--- src/rtl/posit_add_arbiter.sv ---
// rtl/posit_add_arbiter.sv - round-robin arbiter sharing one pipelined posit adder among NREQ requesters
// Optional per-requester grant and stall statistics are compiled in with POSIT_ARB_STATS_EN.
module posit_add_arbiter #(
  parameter int NREQ        = 4,
  parameter int ADD_LATENCY = 8,
  parameter int MAX_OUT     = 4,
  parameter int TAG_DEPTH   = 16
) (
  input  logic               clk,
  input  logic               reset,
  input  logic [NREQ-1:0]    req_valid,
  input  logic [32*NREQ-1:0] req_in1,
  input  logic [32*NREQ-1:0] req_in2,
  output logic [NREQ-1:0]    req_ready,
  output logic [NREQ-1:0]    rsp_valid,
  output logic [31:0]        rsp_result,
  output logic               rsp_inf,
  output logic               rsp_zero,
  output logic [31:0]        add_in1,
  output logic [31:0]        add_in2,
  output logic               add_start,
  input  logic [31:0]        add_result,
  input  logic               add_inf,
  input  logic               add_zero,
  input  logic               add_done,
  output logic               busy,
  output logic               err_unexpected_done
`ifdef POSIT_ARB_STATS_EN
  ,
  output logic [16*NREQ-1:0] grant_count,
  output logic [15:0]        stall_count
`endif
);
  localparam int TW = (NREQ > 1) ? $clog2(NREQ) : 1;
  localparam int SW = TW + 1;
  localparam int AW = (TAG_DEPTH > 1) ? $clog2(TAG_DEPTH) : 1;
  localparam int CW = $clog2(TAG_DEPTH + 1);
  localparam int OW = $clog2(MAX_OUT + 1);
  localparam int BW = $clog2(ADD_LATENCY + 2);
  localparam logic [BW-1:0] BLANK_INIT = BW'(ADD_LATENCY + 1);
  localparam logic [AW-1:0] PTR_LAST   = AW'(TAG_DEPTH - 1);
  localparam logic [CW-1:0] CNT_FULL   = CW'(TAG_DEPTH);
  localparam logic [OW-1:0] OUT_MAX    = OW'(MAX_OUT);
  localparam logic [TW-1:0] IDX_LAST   = TW'(NREQ - 1);
  localparam logic [SW-1:0] NREQ_W     = SW'(NREQ);

  logic [TW-1:0] rr_ptr;
  logic [TW-1:0] grant_idx;
  logic          grant_any;
  logic [SW-1:0] arb_sum;
  logic [TW-1:0] arb_cand;
  logic [OW-1:0] out_cnt [NREQ];
  logic [TW-1:0] tag_mem [TAG_DEPTH];
  logic [AW-1:0] wr_ptr;
  logic [AW-1:0] rd_ptr;
  logic [CW-1:0] fifo_cnt;
  logic [BW-1:0] blank_cnt;
  logic          fifo_full;
  logic          fifo_empty;
  logic          blanking;
  logic          push;
  logic          pop;

  assign fifo_full  = (fifo_cnt == CNT_FULL);
  assign fifo_empty = (fifo_cnt == '0);
  assign blanking   = (blank_cnt != '0);
  assign busy       = !fifo_empty || blanking;
  assign push       = grant_any;
  // The adder pipeline is not reset, so done pulses seen during blanking are stale.
  assign pop        = add_done && !fifo_empty && !blanking;

  always_comb begin
    grant_any = 1'b0;
    grant_idx = '0;
    arb_sum   = '0;
    arb_cand  = '0;
    req_ready = '0;
    for (int k = 0; k < NREQ; k++) begin
      arb_sum = {1'b0, rr_ptr} + SW'(k);
      if (arb_sum >= NREQ_W) arb_sum = arb_sum - NREQ_W;
      arb_cand = arb_sum[TW-1:0];
      if (!grant_any && req_valid[arb_cand] && (out_cnt[arb_cand] < OUT_MAX) &&
          !fifo_full && !blanking) begin
        grant_any = 1'b1;
        grant_idx = arb_cand;
      end
    end
    if (grant_any) req_ready[grant_idx] = 1'b1;
  end

  always_ff @(posedge clk) begin
    if (push) tag_mem[wr_ptr] <= grant_idx;
  end

  always_ff @(posedge clk or posedge reset) begin
    if (reset) begin
      rr_ptr              <= '0;
      wr_ptr              <= '0;
      rd_ptr              <= '0;
      fifo_cnt            <= '0;
      blank_cnt           <= BLANK_INIT;
      add_start           <= 1'b0;
      add_in1             <= '0;
      add_in2             <= '0;
      rsp_valid           <= '0;
      rsp_result          <= '0;
      rsp_inf             <= 1'b0;
      rsp_zero            <= 1'b0;
      err_unexpected_done <= 1'b0;
    end else begin
      add_start <= push;
      if (push) begin
        add_in1 <= req_in1[32*grant_idx +: 32];
        add_in2 <= req_in2[32*grant_idx +: 32];
        rr_ptr  <= (grant_idx == IDX_LAST) ? '0 : grant_idx + 1'b1;
        wr_ptr  <= (wr_ptr == PTR_LAST) ? '0 : wr_ptr + 1'b1;
      end
      if (pop) rd_ptr <= (rd_ptr == PTR_LAST) ? '0 : rd_ptr + 1'b1;
      if (push && !pop) fifo_cnt <= fifo_cnt + 1'b1;
      else if (!push && pop) fifo_cnt <= fifo_cnt - 1'b1;
      if (blanking) blank_cnt <= blank_cnt - 1'b1;
      rsp_valid <= '0;
      if (pop) begin
        rsp_valid[tag_mem[rd_ptr]] <= 1'b1;
        rsp_result                 <= add_result;
        rsp_inf                    <= add_inf;
        rsp_zero                   <= add_zero;
      end
      if (add_done && fifo_empty && !blanking) err_unexpected_done <= 1'b1;
    end
  end

  always_ff @(posedge clk or posedge reset) begin
    if (reset) begin
      for (int i = 0; i < NREQ; i++) out_cnt[i] <= '0;
    end else begin
      for (int i = 0; i < NREQ; i++) begin
        if (push && (grant_idx == TW'(i)) && !rsp_valid[i]) out_cnt[i] <= out_cnt[i] + 1'b1;
        else if (!(push && (grant_idx == TW'(i))) && rsp_valid[i]) out_cnt[i] <= out_cnt[i] - 1'b1;
      end
    end
  end

`ifdef POSIT_ARB_STATS_EN
  logic [15:0] grant_cnt [NREQ];

  always_ff @(posedge clk or posedge reset) begin
    if (reset) begin
      for (int i = 0; i < NREQ; i++) grant_cnt[i] <= '0;
      stall_count <= '0;
    end else begin
      for (int i = 0; i < NREQ; i++) begin
        if (push && (grant_idx == TW'(i)) && (grant_cnt[i] != 16'hFFFF))
          grant_cnt[i] <= grant_cnt[i] + 1'b1;
      end
      if ((|req_valid) && !push && (stall_count != 16'hFFFF)) stall_count <= stall_count + 1'b1;
    end
  end

  for (genvar g = 0; g < NREQ; g++) begin : g_grant_count
    assign grant_count[16*g +: 16] = grant_cnt[g];
  end
`endif
endmodule

--- config.mk ---
export PLATFORM = sky130hd
export DESIGN_NAME = posit_add_arbiter
export DESIGN_NICKNAME = d
export VERILOG_FILES = /design/src/rtl/posit_add_arbiter.sv
export SDC_FILE = /design/constraint.sdc
export NUM_CORES = 1
export LEC_CHECK = 0
export ABC_AREA = 1
export CAP_MARGIN = 30
export CORE_UTILIZATION = 43
export DETAILED_ROUTE_END_ITERATION = 7
export GPL_ROUTABILITY_DRIVEN = 0
export HOLD_SLACK_MARGIN = 0.03
export PLACE_DENSITY = 0.8
export SKIP_LAST_GASP = 1
export SYNTH_ARGS = -nofsm -noshare
export SYNTH_HDL_FRONTEND = slang
export SYNTH_SLANG_ARGS = --single-unit
export TNS_END_PERCENT = 10
--- constraint.sdc ---
create_clock -name clk -period 5.3 [get_ports clk]
set_input_delay 0.795 -clock clk [delete_from_list [all_inputs] [get_ports clk]]
set_output_delay 0.795 -clock clk [all_outputs]
set_load 0.01 [all_outputs]
==> key figures <==
Route
  • Routed via count: 10,800
  • WL final: around 35,000 µm
  • DRC violations left: 0
  • Initial DRC Count: just under 800
  • Routed Antenna Nets: 0
  • DR pass1 iterations: 5
  • Vias per cell: just under 5
  • Routed len/inst: around 16 µm

Placed design
  • DP Wirelength: ~26,000 µm
  • Port bufs: between 400 and 500
  • Placed cells: around 2,100

Worst setup path
  • Slowest CP cell: clkdlybuf4s50_1
  • Worst setup path end: req_ready[0]
  • Origin of the worst setup path: blank_cnt[0]$_DFFE_PP1N_
  • Maximum fanout along the worst path: 32
  • Flop2flop setup slack: about 1.6 ns
  • Setup crit end kind: output port
  • FF-to-FF End: add_in2[2]$_DFFE_PP0P_
  • Crit path arrival time: 3.43 ns
  • CP required: ~4.5 ns
  • Setup crit start kind: register
  • Worst path cell trace: inv_1, ha_1, nand2_1, nor2_4, nand2_1, inv_2, nand2_1, nor2_1, nand4_1, nor2_1, inv_1, nand2_2, buf_4, nor2_1, clkdlybuf4s50_1
  • R2r worst-path depth: 17
  • Worst r2r src: blank_cnt[0]$_DFFE_PP1N_
  • Crit Path Category: reg -> out
  • CP max stage delay: 0.49 ns

Logic synthesis
  • Post-synthesis adder-cell area fraction: between 2 and 3%
  • Sequential area share after synthesis: approximately 43%
  • Post-synthesis mux area share: 0.933%
  • Count leader, synth: nand2_1
  • Syn Inst Count: approximately 1,500
  • Synth cell count leaders: nand2_1, nand3_1, inv_1
  • Leading register cell type out of synthesis: dfrtp_1
  • Synth area leader: dfrtp_1
  • Synth Area in XOR/XNOR: under 10%
  • Main combinational cell family by area after synthesis: simple AND/OR/NAND/NOR gates
  • Top post-synthesis cells by area: dfrtp_1, nand2_1, nand3_1
  • Avg Synthesized Cell Area: 6.86 µm²
  • Post-synthesis compound-gate area fraction: under 10%
  • Number of flops mapped to enable cells by yosys: 32
  • Syn nets: 1,802
  • Async SR Flop Fraction: between 80% and 90%
  • Post-synth top area share: 32.7%
  • Simple-gate share of the synthesized area: about two fifths
  • Synth unique cells: 37
  • Area of the mapped netlist: roughly 10,000 µm²
  • Synth warn: 0
  • Yosys reg bits: around 170

Clock tree
  • Clock Pin Slew Worst Setup and Hold Paths: approximately 0.070 ns
  • CTS Hold Bufs: 0
  • Clock sinks: 167
  • PostCTS Resize Cnt: 0
  • Worst-Skew Late Latency: around 0.42 ns
  • Inserted Clock Buffers: 17
  • Post-CTS Setup Inserts: 0
  • CTS Buffer Depth: 2
  • H-tree depth: 4
  • CTS tree: done
  • CTS Root Cell: clkbuf_16

STA
  • Rel. slew slack: a little over two fifths
  • Fin Setup TNS: 0 ns
  • Worst hold slack: around 0.47 ns
  • Max Clock Freq: around 240 MHz
  • Final critical-path required period: 4.22 ns
  • Max Slew Vio Count: 0
  • Final Cycle Share: approximately 80%
  • RSZ-0062 raised after global routing: no
  • Clk_skew: 0.0129 ns
  • Fin. Hold Viols: 0
  • Setup violations, final: 0
  • Worst slew pin tran: around 0.87 ns

Floorplanning
  • Initial Util: between 40% and 50%
  • Die width: roughly 160 µm
  • Die Area: 24,300 µm²
  • # IOs: 406
  • Rows: 55
  • Die height: approximately 160 µm
  • Core footprint: 22,900 µm²

Cells and area
  • Final std cells w/o fill: ~2,200
  • Fin nets: between 2,000 and 2,500
  • Fraction of layout cells with a size suffix above 1: 3.78%
  • Fin util: 65.0%
  • Area Growth Syn to Fin: 46.1%

Job
  • Maximum Capacitance Violations: 0

Global routing
  • Initial antenna violation count: 4
  • Overflow after GRT: 0
  • Vias in the first global route: between 10,000 and 15,000
  • Total global-route track usage: 28.3%
  • Largest net degree at the start of global routing: just over 90
  • First-pass GRT wire length: 52,900 µm

Worst hold path
  • Hold Crit Class: reg -> reg
  • Worst hold start: err_unexpected_done$_DFFE_PP0P_

Run status
  • Outcome: finished clean
## placed cells by master, fill, tap and decap left out, types with 3 or more instances in the layout
cell / count
nor2_1: 51
ha_1: 15
buf_4: 14
a21oi_1: 6
inv_2: 6
mux2_2: 4
diode_2: 3
nand2_1: 694
edfxtp_1: 32
o221ai_1: 6
mux2i_1: 5
dfrtp_1: 133
clkdlybuf4s50_1: 405
clkinv_2: 3
nand3_1: 212
inv_6: 4
xor2_1: 8
fa_1: 5
clkbuf_16: 18
nand2_4: 3
xnor2_1: 6
inv_1: 167
o21ai_0: 20
## cell type report
class	count	area, µm²
antenna	3	7.51
sequential	167	4340
inverter	174	658
clock inverter	11	85.1
tap	313	392
fill	2045	8020
multi-input combinational	1057	4750
timing repair buffer	420	4180
clock buffer	21	482
## stage by stage
| step | setup slack [ns] | cell area [µm²] |
|---|---|---|
| 2_1_floorplan | 0.897 | 10200 |
| 3_3_place_gp | 1.24 | 14300 |
| 3_5_place_dp | 1.16 | 14300 |
| 4_1_cts | 1.08 | 14900 |
| 5_1_grt | 0.913 | 14900 |
| 6_report | 1.08 | 14900 |
## state kept, by name (all words and copies together) (netlist names), 4 cells and up
register / cells
add_in1: 32
add_in2: 32
rsp_result: 32
tag_mem: 32
out_cnt: 12
fifo_cnt: 5
blank_cnt: 4
rd_ptr: 4
rsp_valid: 4
wr_ptr: 4
## kinds of logic (layout without fill, tap and decap cells)
kind of cell               after synthesis  count (layout)
and+or+nand+nor                        969             969
buffers and inverters                  261             626
DFF                                    167             167
AOI/OAI and AO/OA                       44              44
adders and majority gates               20              20
xor gates and xnor gates                15              15
muxes                                    9               9
other                                    0               3
## critical path, delay by kind of cell (launching register included)
kind	cells	cell delay, ns
buf+inv	5	1.13
simple gates	9	1.31
flops	1	0.36
fa+ha+maj	1	0.18
## worst min-delay path by stage
stage,endpoint,slack (ns),depth (start not counted)
after floorplan,blank_cnt[1]$_DFFE_PP0N_,0.45,2
after global placement,err_unexpected_done$_DFFE_PP0P_,0.45,1
after detailed placement,err_unexpected_done$_DFFE_PP0P_,0.45,1
after CTS,err_unexpected_done$_DFFE_PP0P_,0.47,1
after global routing,err_unexpected_done$_DFFE_PP0P_,0.48,1
final,err_unexpected_done$_DFFE_PP0P_,0.47,1
## routing by layer
| layer | wire (µm) | vias up | track usage (%) |
|---|---|---|---|
| li1 | - | 5270 | - |
| met1 | 13600 | 4989 | 33.5 |
| met2 | 17200 | 429 | 48.2 |
| met3 | 2950 | 72 | 7.72 |
| met4 | 1180 | 2 | 11.8 |
| met5 | 10 | - | 0 |
Power is not shown: default switching activity piles up to over one toggle a cycle in this logic, so the estimate is an artifact.
